[src/rtl/huffman_dec_if.sv]
// Bus bundle between the table/bit source and the serial Huffman decoder.
interface huffman_dec_if;
    logic       in_valid;
    logic [2:0] in_len;
    logic [6:0] in_code;
    logic       bit_valid;
    logic       bit_in;
    logic       bit_last;
    logic       out_valid;
    logic [2:0] out_char;
    logic       out_done;
    logic       out_err;

    modport master (
        output in_valid, in_len, in_code, bit_valid, bit_in, bit_last,
        input  out_valid, out_char, out_done, out_err
    );

    modport slave (
        input  in_valid, in_len, in_code, bit_valid, bit_in, bit_last,
        output out_valid, out_char, out_done, out_err
    );
endinterface

[src/rtl/huffman_dec.sv]
// Serial Huffman decoder: loads an 8-entry code table, then consumes one
// code bit per cycle and emits the symbol index one cycle after the bit
// that completes a codeword.
module huffman_dec #(
    parameter int SYM_NUM = 8,
    parameter int MAX_LEN = 7
) (
    input  logic         clk,
    input  logic         rst_n,
    huffman_dec_if.slave bus
);
    localparam int IDX_W = $clog2(SYM_NUM);
    localparam int LEN_W = $clog2(MAX_LEN + 1);

    typedef enum logic [2:0] {IDLE, LOAD, READY, DECODE, DRAIN} state_t;

    state_t             state;
    state_t             state_nxt;
    state_t             after_bit;

    logic [LEN_W-1:0]   tbl_len  [SYM_NUM];
    logic [MAX_LEN-1:0] tbl_code [SYM_NUM];
    logic [IDX_W-1:0]   load_idx;
    logic [MAX_LEN-1:0] acc;
    logic [LEN_W-1:0]   cnt;

    logic [MAX_LEN-1:0] acc_nxt;
    logic [MAX_LEN-1:0] len_mask;
    logic [LEN_W-1:0]   cnt_nxt;
    logic               match_hit;
    logic [IDX_W-1:0]   match_idx;
    logic               take_bit;
    logic               overflow;
    logic               word_end;

    logic               out_valid_d;
    logic [IDX_W-1:0]   out_char_d;
    logic               out_done_d;
    logic               out_err_d;
    logic               out_valid_q;
    logic [IDX_W-1:0]   out_char_q;
    logic               out_done_q;
    logic               out_err_q;

    assign bus.out_valid = out_valid_q;
    assign bus.out_char  = out_char_q;
    assign bus.out_done  = out_done_q;
    assign bus.out_err   = out_err_q;

    // Append the incoming bit and search the table; lowest matching index wins
    always_comb begin
        acc_nxt   = {acc[MAX_LEN-2:0], bus.bit_in};
        cnt_nxt   = cnt + LEN_W'(1);
        len_mask  = '0;
        for (int j = 0; j < MAX_LEN; j++) begin
            len_mask[j] = (LEN_W'(j) < cnt_nxt);
        end
        match_hit = 1'b0;
        match_idx = '0;
        for (int i = SYM_NUM - 1; i >= 0; i--) begin
            if ((tbl_len[i] == cnt_nxt) && ((tbl_code[i] & len_mask) == acc_nxt)) begin
                match_hit = 1'b1;
                match_idx = IDX_W'(i);
            end
        end
    end

    // Decide whether this cycle's bit is decoded and how the codeword ends
    always_comb begin
        take_bit = bus.bit_valid &&
                   (((state == READY) && !bus.in_valid) || (state == DECODE));
        overflow = !match_hit && (cnt_nxt == LEN_W'(MAX_LEN));
        word_end = match_hit || bus.bit_last || overflow;
        if (bus.bit_last) begin
            after_bit = READY;
        end else if (overflow) begin
            after_bit = DRAIN;
        end else begin
            after_bit = DECODE;
        end
    end

    // State register
    always_ff @(posedge clk or negedge rst_n) begin
        if (!rst_n) begin
            state <= IDLE;
        end else begin
            state <= state_nxt;
        end
    end

    // Next-state logic; in_valid beats bit_valid in READY
    always_comb begin
        state_nxt = state;
        case (state)
            IDLE: begin
                if (bus.in_valid) state_nxt = LOAD;
            end
            LOAD: begin
                if (!bus.in_valid) begin
                    state_nxt = IDLE;
                end else if (load_idx == IDX_W'(SYM_NUM - 1)) begin
                    state_nxt = READY;
                end
            end
            READY: begin
                if (bus.in_valid) begin
                    state_nxt = LOAD;
                end else if (take_bit) begin
                    state_nxt = after_bit;
                end
            end
            DECODE: begin
                if (take_bit) state_nxt = after_bit;
            end
            DRAIN: begin
                if (bus.bit_valid && bus.bit_last) state_nxt = READY;
            end
            default: state_nxt = IDLE;
        endcase
    end

    // Output pulses for the next cycle; out_char forced to 0 when not valid
    always_comb begin
        out_valid_d = take_bit && match_hit;
        out_char_d  = out_valid_d ? match_idx : '0;
        out_done_d  = take_bit && match_hit && bus.bit_last;
        out_err_d   = take_bit && !match_hit && (bus.bit_last || overflow);
    end

    // Table capture, bit accumulator and registered outputs
    always_ff @(posedge clk or negedge rst_n) begin
        if (!rst_n) begin
            for (int i = 0; i < SYM_NUM; i++) begin
                tbl_len[i]  <= '0;
                tbl_code[i] <= '0;
            end
            load_idx    <= '0;
            acc         <= '0;
            cnt         <= '0;
            out_valid_q <= 1'b0;
            out_char_q  <= '0;
            out_done_q  <= 1'b0;
            out_err_q   <= 1'b0;
        end else begin
            out_valid_q <= out_valid_d;
            out_char_q  <= out_char_d;
            out_done_q  <= out_done_d;
            out_err_q   <= out_err_d;

            if (((state == IDLE) || (state == READY)) && bus.in_valid) begin
                tbl_len[0]  <= bus.in_len;
                tbl_code[0] <= bus.in_code;
                load_idx    <= IDX_W'(1);
            end else if (state == LOAD) begin
                if (bus.in_valid) begin
                    tbl_len[load_idx]  <= bus.in_len;
                    tbl_code[load_idx] <= bus.in_code;
                    load_idx           <= load_idx + IDX_W'(1);
                end else begin
                    for (int i = 0; i < SYM_NUM; i++) begin
                        tbl_len[i] <= '0;
                    end
                end
            end

            if (take_bit) begin
                if (word_end) begin
                    acc <= '0;
                    cnt <= '0;
                end else begin
                    acc <= acc_nxt;
                    cnt <= cnt_nxt;
                end
            end
        end
    end
endmodule

[src/flat_wrapper.sv]
// flat-port wrapper written by rule: the top's interface ports become plain ports
module huffman_dec_flat 
#(
    parameter int SYM_NUM = 8,
    parameter int MAX_LEN = 7
)
  (clk, rst_n, bus_in_valid, bus_in_len, bus_in_code, bus_bit_valid, bus_bit_in, bus_bit_last, bus_out_valid, bus_out_char, bus_out_done, bus_out_err);
  huffman_dec_if bus_i ();
  input  logic clk;
  input  logic rst_n;
  input wire logic [$bits(bus_i.in_valid)-1:0] bus_in_valid;
  input wire logic [$bits(bus_i.in_len)-1:0] bus_in_len;
  input wire logic [$bits(bus_i.in_code)-1:0] bus_in_code;
  input wire logic [$bits(bus_i.bit_valid)-1:0] bus_bit_valid;
  input wire logic [$bits(bus_i.bit_in)-1:0] bus_bit_in;
  input wire logic [$bits(bus_i.bit_last)-1:0] bus_bit_last;
  output wire logic [$bits(bus_i.out_valid)-1:0] bus_out_valid;
  output wire logic [$bits(bus_i.out_char)-1:0] bus_out_char;
  output wire logic [$bits(bus_i.out_done)-1:0] bus_out_done;
  output wire logic [$bits(bus_i.out_err)-1:0] bus_out_err;
  assign bus_i.in_valid = bus_in_valid;
  assign bus_i.in_len = bus_in_len;
  assign bus_i.in_code = bus_in_code;
  assign bus_i.bit_valid = bus_bit_valid;
  assign bus_i.bit_in = bus_bit_in;
  assign bus_i.bit_last = bus_bit_last;
  assign bus_out_valid = bus_i.out_valid;
  assign bus_out_char = bus_i.out_char;
  assign bus_out_done = bus_i.out_done;
  assign bus_out_err = bus_i.out_err;
  huffman_dec #(.SYM_NUM(SYM_NUM), .MAX_LEN(MAX_LEN)) u_core (.clk(clk), .rst_n(rst_n), .bus(bus_i));
endmodule
[config.mk]
export PLATFORM = sky130hd
export DESIGN_NAME = huffman_dec_flat
export DESIGN_NICKNAME = d
export VERILOG_FILES = /design/src/rtl/huffman_dec_if.sv /design/src/rtl/huffman_dec.sv /design/src/flat_wrapper.sv
export SDC_FILE = /design/constraint.sdc
export NUM_CORES = 1
export LEC_CHECK = 0
export ABC_AREA = 1
export CAP_MARGIN = 0
export CORE_ASPECT_RATIO = 1.1
export CORE_MARGIN = 1
export CORE_UTILIZATION = 40
export CTS_BUF_LIST = sky130_fd_sc_hd__clkbuf_2 sky130_fd_sc_hd__clkbuf_4 sky130_fd_sc_hd__clkbuf_8
export CTS_CLUSTER_SIZE = 28
export DETAILED_ROUTE_END_ITERATION = 10
export PLACE_DENSITY = 0.55
export SYNTH_ARGS = -nofsm -noshare
export SYNTH_HDL_FRONTEND = slang
export SYNTH_SLANG_ARGS = --single-unit
export TNS_END_PERCENT = 50
[constraint.sdc]
create_clock -name clk -period 2.5 [get_ports clk]
set_input_delay 0.5 -clock clk [delete_from_list [all_inputs] [get_ports clk]]
set_output_delay 0.5 -clock clk [all_outputs]
set_load 0.05 [all_outputs]
# --- Yosys cells after proc, flatten, opt, wreduce, memory -nomap -nowiden ---
# Cells that the tools add are included.
word_totals:
  register_bits: 101
  input_bits: 16
  out_inout_bits: 6
  elab_cells: 145
op_classes:
  n_addsub: 2
  n_lt_le_gt_ge: 9
  eq_ne: 25
  muxes: 43
  n_bitwise: 10
  reduce_logical: 32
op_table:
  columns: ["cell", "n"]
  rows:
  - ["2-to-1 mux 56 bit", 2]
  - ["2-to-1 mux 3 bit", 23]
  - ["AND 7 bit", 8]
  - ["bitwise mux 56 bit", 1]
  - ["== test 7 bit", 8]
  - ["2-to-1 mux 24 bit", 2]
  - ["bitwise mux 24 bit", 1]
  - ["== test 3 bit", 8]
  - ["demux 7 bit (select 3 bit)", 1]
  - ["logical AND 1 bit", 18]
  - ["one-hot mux 3 bit (5 select lines)", 1]
  - ["2-to-1 mux 7 bit", 2]
  - ["demux 3 bit (select 3 bit)", 1]
  - ["== test 3 bit, second input constant", 3]
  - ["less-than comparator 3 bit, first input constant", 3]
  - ["2-to-1 mux 1 bit", 8]
  - ["adder 3 x 1 -> 3 bit, second input constant", 2]
  - ["== test 3 x 2 -> 1 bit, second input constant", 2]
  - ["less-than comparator 1 x 3 -> 1 bit, first input constant", 2]
  - ["less-than comparator 2 x 3 -> 1 bit, first input constant", 2]
  - ["2-to-1 mux 6 bit", 1]
  - ["AND reduction 3 bit", 2]
  - ["logical OR 1 bit", 5]
  - ["greater-or-equal comparator 4 bit, second input constant", 1]
  - ["other kinds (11)", 14]

# --- Longest topological paths before layout ---
logic_depth:
  word_depth: 20
  ltp_mapped: 20
  ltp_nobuf: 20

# --- Least setup slack after synthesis ---
# OpenSTA, ideal clock, no wires.
synth_timing:
  path_type: "flip-flop to flip-flop"
  from: "register u_core.cnt[0]"
  to: "register u_core.state[0]"
  setup_ps: 116
  arrival_time_ps: 2313
  required_time_ps: 2384
  slack_ps: 70
  stages_incl_launch_ff: 20
  n_path_buf: 1
  synth_period_minus_slack_ps: 2430
  cell_sequence: "dfrtp_1 inv_1 ha_1 nand2_2 inv_2 nor2_1 buf_2 nand3_1 nand2_1 nor2_1 nand3_1 nand2_1 nor2_1 nand3_2 nand2_1 nand2_1 nand2_1 nand2_1 nand2_1 nand2_1"
synth_between:
  elab_chain_cells: 20
  word_cells_on_any_way: 56
  classes_between: "add/sub (1); order compare (7); eq/ne (17); mux (13); bitwise (8); reduce/logical (10)"
synth_rtl:
  columns: ["item", "line", "rtl"]
  rows:
  - ["start: declaration", "huffman_dec.sv:25", "logic [LEN_W-1:0] cnt;"]
  - ["start signal: assignment", "huffman_dec.sv:173", "cnt <= cnt_nxt;"]
  - ["adder 3 x 1 -> 3 bit *", "huffman_dec.sv:53", "cnt_nxt = cnt + LEN_W'(1);"]
  - ["less-than comparator 1 x 3 -> 1 bit, or another cell as far along", "huffman_dec.sv:56", "len_mask[j] = (LEN_W'(j) < cnt_nxt);"]
  - ["AND 7 bit", "huffman_dec.sv:61", "if ((tbl_len[i] == cnt_nxt) && ((tbl_code[i] & len_mask) == acc_nxt)) begin"]
  - ["== test 7 bit", "huffman_dec.sv:61", null]
  - ["logical AND 1 bit", "huffman_dec.sv:61", null]
  - ["2-to-1 mux 1 bit (8 in a row)", "huffman_dec.sv:61", null]
  - ["logical NOT 1 bit", "huffman_dec.sv:72", "overflow = !match_hit && (cnt_nxt == LEN_W'(MAX_LEN));"]
  - ["logical AND 1 bit *", "huffman_dec.sv:72", null]
  - ["2-to-1 mux 3 bit *", "huffman_dec.sv:76", "end else if (overflow) begin"]
  - ["2-to-1 mux 3 bit *", "huffman_dec.sv:74", "if (bus.bit_last) begin"]
  - ["2-to-1 mux 3 bit *", "huffman_dec.sv:109, huffman_dec.sv:114", null]
  - ["2-to-1 mux 3 bit", "huffman_dec.sv:107", "if (bus.in_valid) begin"]
  - ["one-hot mux 3 bit (5 select lines) *", "huffman_dec.sv:95", "case (state)"]
  - ["end signal: assignment", "huffman_dec.sv:88", "state <= state_nxt;"]
  - ["end: declaration", "huffman_dec.sv:17", "state_t state;"]
# Every way passes the cells marked *; elsewhere a longest branch is shown, timed or not.
# A chain may end at the register's enable or synchronous reset.

# --- Worst setup path after layout ---
layout_timing:
  from: "register u_core.cnt[1]"
  to: "register u_core.cnt[0]"
layout_between:
  elab_chain_cells: 17
  word_cells_on_any_way: 54
  classes_between: "add/sub (1); order compare (7); eq/ne (17); mux (9); bitwise (8); reduce/logical (12)"
layout_rtl:
  columns: ["item", "line", "rtl"]
  rows:
  - ["adder 3 x 1 -> 3 bit *", "huffman_dec.sv:53", null]
  - ["less-than comparator 1 x 3 -> 1 bit, or another cell as far along", "huffman_dec.sv:56", null]
  - ["AND 7 bit", "huffman_dec.sv:61", null]
  - ["== test 7 bit", "huffman_dec.sv:61", null]
  - ["logical AND 1 bit", "huffman_dec.sv:61", null]
  - ["2-to-1 mux 1 bit (8 in a row)", "huffman_dec.sv:61", null]
  - ["logical NOT 1 bit", "huffman_dec.sv:72", null]
  - ["logical AND 1 bit", "huffman_dec.sv:72", null]
  - ["logical OR 1 bit *", "huffman_dec.sv:73", "word_end = match_hit || bus.bit_last || overflow;"]
  - ["2-to-1 mux 3 bit *", "huffman_dec.sv:168", "if (word_end) begin"]
# Marks and branches as above.

==> flow_summary.toml <==
[status]
status = "complete, but fails checks"
violations = "setup timing"

[floorplanning]
die_h_um = 125.8
dieArea_sq_mm = 0.01440
dieWidth_um = 114.5
ioPinCount = 22
coreArea_sq_mm = 0.01338
num_rows = 44
initial_utilization_pct = 41.63

[pwr]
intPower_mw = 4.614
switchingPower_mw = 4.360
power.density_mw_per_mm2 = 1305
finalPower_mw = 8.973
ir_drop_v = 0.0004754
p_sw_share_pct = 48.58
clock_power_share_pct = 11.8
leakagePower_nw = 3.239
seq_power_share_pct = 30.9
p_comb_share_pct = 57.2

[logic_synthesis]
synth_cells = 780
async_flop_share_pct = 100.0
synth_compound_area_share_pct = 11.41
synth-edff-count = 0
synth_xor_area_share_pct = 0.6291
seq_area_frac_synth_pct = 45.38
yosys.area_share.adder_pct = 0.8987
synth_top_family_by_area = "simple AND/OR/NAND/NOR gates"
ys_warn_count = 0
yosys_register_bits = 101
syn_area_per_cell_sq_um = 7.140
ys_types = 31
synthMuxAreaShare_pct = 0
syn_area_sq_mm = 0.005569
ys.flop_type = "dfrtp_1"
synth-simple-area-share_pct = 35.03
syn_nets = 800

[sta]
max_freq_mhz = 398.1
slew_viol_final = 0
setup_violations = 6
slew_headroom_pct = 65.53
fin_ws_ns = -0.01212
tightest_slew_ns = 0.5154
min_period_ns = 2.512
rsz0062_at_grt = "yes"
clock-skew-final_ns = 0.008772
period_share_pct = 100.5
whs_ns = 0.07065
tns_ns = -0.03883
hold_viol = 0

[worst_setup_path]
required_ns = 2.82
cp_max_fo = 6
worstPathArrival_ns = 2.83
startpoint_type = "flip-flop"
cp-end-kind = "flip-flop"
criticalPathCategory = "reg -> reg"

[global_routing]
top_usage_layer = "met2"
grt_max_degree = 35
grt_use_total_pct = 25.74
grt_pass1_wl_um = 27860
antenna_found_initial = 0
gr-total-overflow = 0
use_met1_pct = 34.80
gr-usage-met3_pct = 3.224
grt.met2_usage_pct = 41.85
first_global_vias = 5047

[routing]
routed_wirelength_um = 17560
antenna_left = 0
wl_per_cell_um = 17.06
remaining_drc_errors = 0
via_per_inst = 5.336
drt-initial-drc-count = 347
firstDrtPassIters = 7
vias = 5491

[clock_network]
cts_tree = "yes"
clk_pin_slew_ns = 0.10
root_buffer = "clkbuf_8"
cts_hold_buf = 0
insertion_delay_ns = 0.39
clock_sinks = 101
numCtsBuffers = 9
ctsHtreeMaxLevel = 3
clk_path_buf_depth = 2

[finish]
fillCellCount = 1318
nets = 860
final_cell_area_sq_mm = 0.006878
area_growth_pct = 23.50
diodes = 0
utilization_pct = 51.41
drive_gt1_share_pct = 16.21

[placement]
postPlaceCellArea_sq_mm = 0.006247
place.gp.congestion = 0.9379
io_buffers = 21
place_hpwl_um = 12010

[min_path]
worstHoldPathType = "in -> async"

[flow_run]
drv_cap = 0
==> final timing paths <==
check	endpoint	slack [ns]	depth (start not counted)	startpoint
worst max-delay path	u_core.cnt[0]	-0.01	14	u_core.cnt[1]
worst min-delay path	u_core.tbl_code[4]	0.07	1	rst_n
worst max register to register	u_core.cnt[0]	-0.01	14	u_core.cnt[1]
worst min register to register	u_core.tbl_code[45]	0.51	2	u_core.tbl_code[45]
max in group asynchronous	u_core.state[1]	1.70	2	rst_n
min in group clk	u_core.tbl_code[45]	0.51	2	u_core.tbl_code[45]
==> cells in the mapped netlist, drive strengths merged, types with 9 or more instances <==
master    n  share of area, %
a21oi     9              0.81
buf      15               1.4
clkbuf   14              0.94
clkinv    9              0.61
dfrtp   101                45
inv      55               3.7
nand2   285                19
nand3    94               8.7
nand4    12               1.6
nor2     63               4.5
o21ai    79               7.1
o22ai    23               2.6
==> cells by family after synthesis <==
family	count (synthesis)
flops	101
buf+inv	93
compound gates	118
simple gates	460
xor+xnor	4
fa+ha+maj	4
==> area by class of cell <==
cell class | instances | area, sq um | area share (%)
Inverter | 64 | 252.7 | 3.675
Sequential cell | 101 | 2529 | 36.77
Multi-Input combinational cell | 589 | 2987 | 43.42
Clock inverter | 6 | 63.81 | 0.9278
Timing Repair Buffer | 75 | 684.4 | 9.951
Tap cell | 184 | 230.2 | 3.347
Clock buffer | 10 | 131.4 | 1.910
==> layer usage <==
layer / wire length (um) / part of all wire, % / up-vias
met1: 7775 / 44 / 2623
met5: 0 / 0 / -
li1: - / - / 2679
met3: 739 / 4.2 / 36
met2: 8517 / 49 / 153
met4: 522 / 3.0 / 0
==> cells in the final DEF (no fill, tap or decap), types with 2 or more instances in the layout <==
master	instances
o22ai_1	21
xor2_1	4
a21oi_1	7
inv_2	3
buf_8	2
nand3_2	8
nand2_1	269
inv_1	49
nand2_8	3
nand4_1	11
nand4_4	2
nand2_2	9
ha_4	2
a21oi_2	2
clkinvlp_4	2
nor3_2	2
o22ai_2	2
nand3_4	4
dfrtp_1	100
nand2_4	4
buf_6	5
buf_12	3
buf_4	45
clkinv_2	2
o21ai_0	77
clkdlybuf4s50_1	20
inv_6	2
o21a_1	4
clkinv_1	9
clkbuf_8	9
nor2_4	7
ha_1	2
nand3_1	84
nor2_2	12
o21ai_1	2
nor2_1	44
==> registers in the layout, summed over array words and instances, names as in the netlist <==
signal,flops
u_core.state,3
u_core.cnt,3
u_core.tbl_len,24
u_core.load_idx,3
u_core.acc,6
u_core.tbl_code,56
u_core.bus.out_char,3
u_core.bus.out_valid,1
u_core.bus.out_err,1
u_core.bus.out_done,1
==> critical path: stages (launching register included) <==
cell and delay (ns):
dfrtp_1 0.43, buf_6 0.15, ha_4 0.27, buf_8 0.15, nor2_4 0.13, buf_4 0.16
nand3_1 0.08, nand2_1 0.09, nor2_2 0.06, nand3_1 0.11, nand2_2 0.09, nor2_4 0.15
and2_4 0.23, nand4_4 0.16, a21oi_1 0.17
==> through the flow <==
step                instances  worst slack [ns]
CTS                      1027         -0.001487
global placement         1002           -0.1138
detailed placement       1002           -0.2215
finish                   1029          -0.01212
global route             1029           -0.1078
floorplan                 780           0.07015
==> power groups by stage <==
stage	clock (mW)	combinational, mW	sequential [mW]
finish	1.06	5.14	2.78
global route	1.16	5.64	2.86
CTS	1.10	4.67	2.75
floorplan	0	2.86	2.63
global placement	0	4.17	2.77
detailed placement	0	4.24	2.78
==> what timing repair did <==
item | in CTS | in global routing
setup endpoints to repair | 18 | 18
gates cloned | 5 | 0
gates resized for setup | 28 | 58
buffers inserted | 4 | 2
pin swaps | 4 | 16
(Power assumes the default switching activity.)
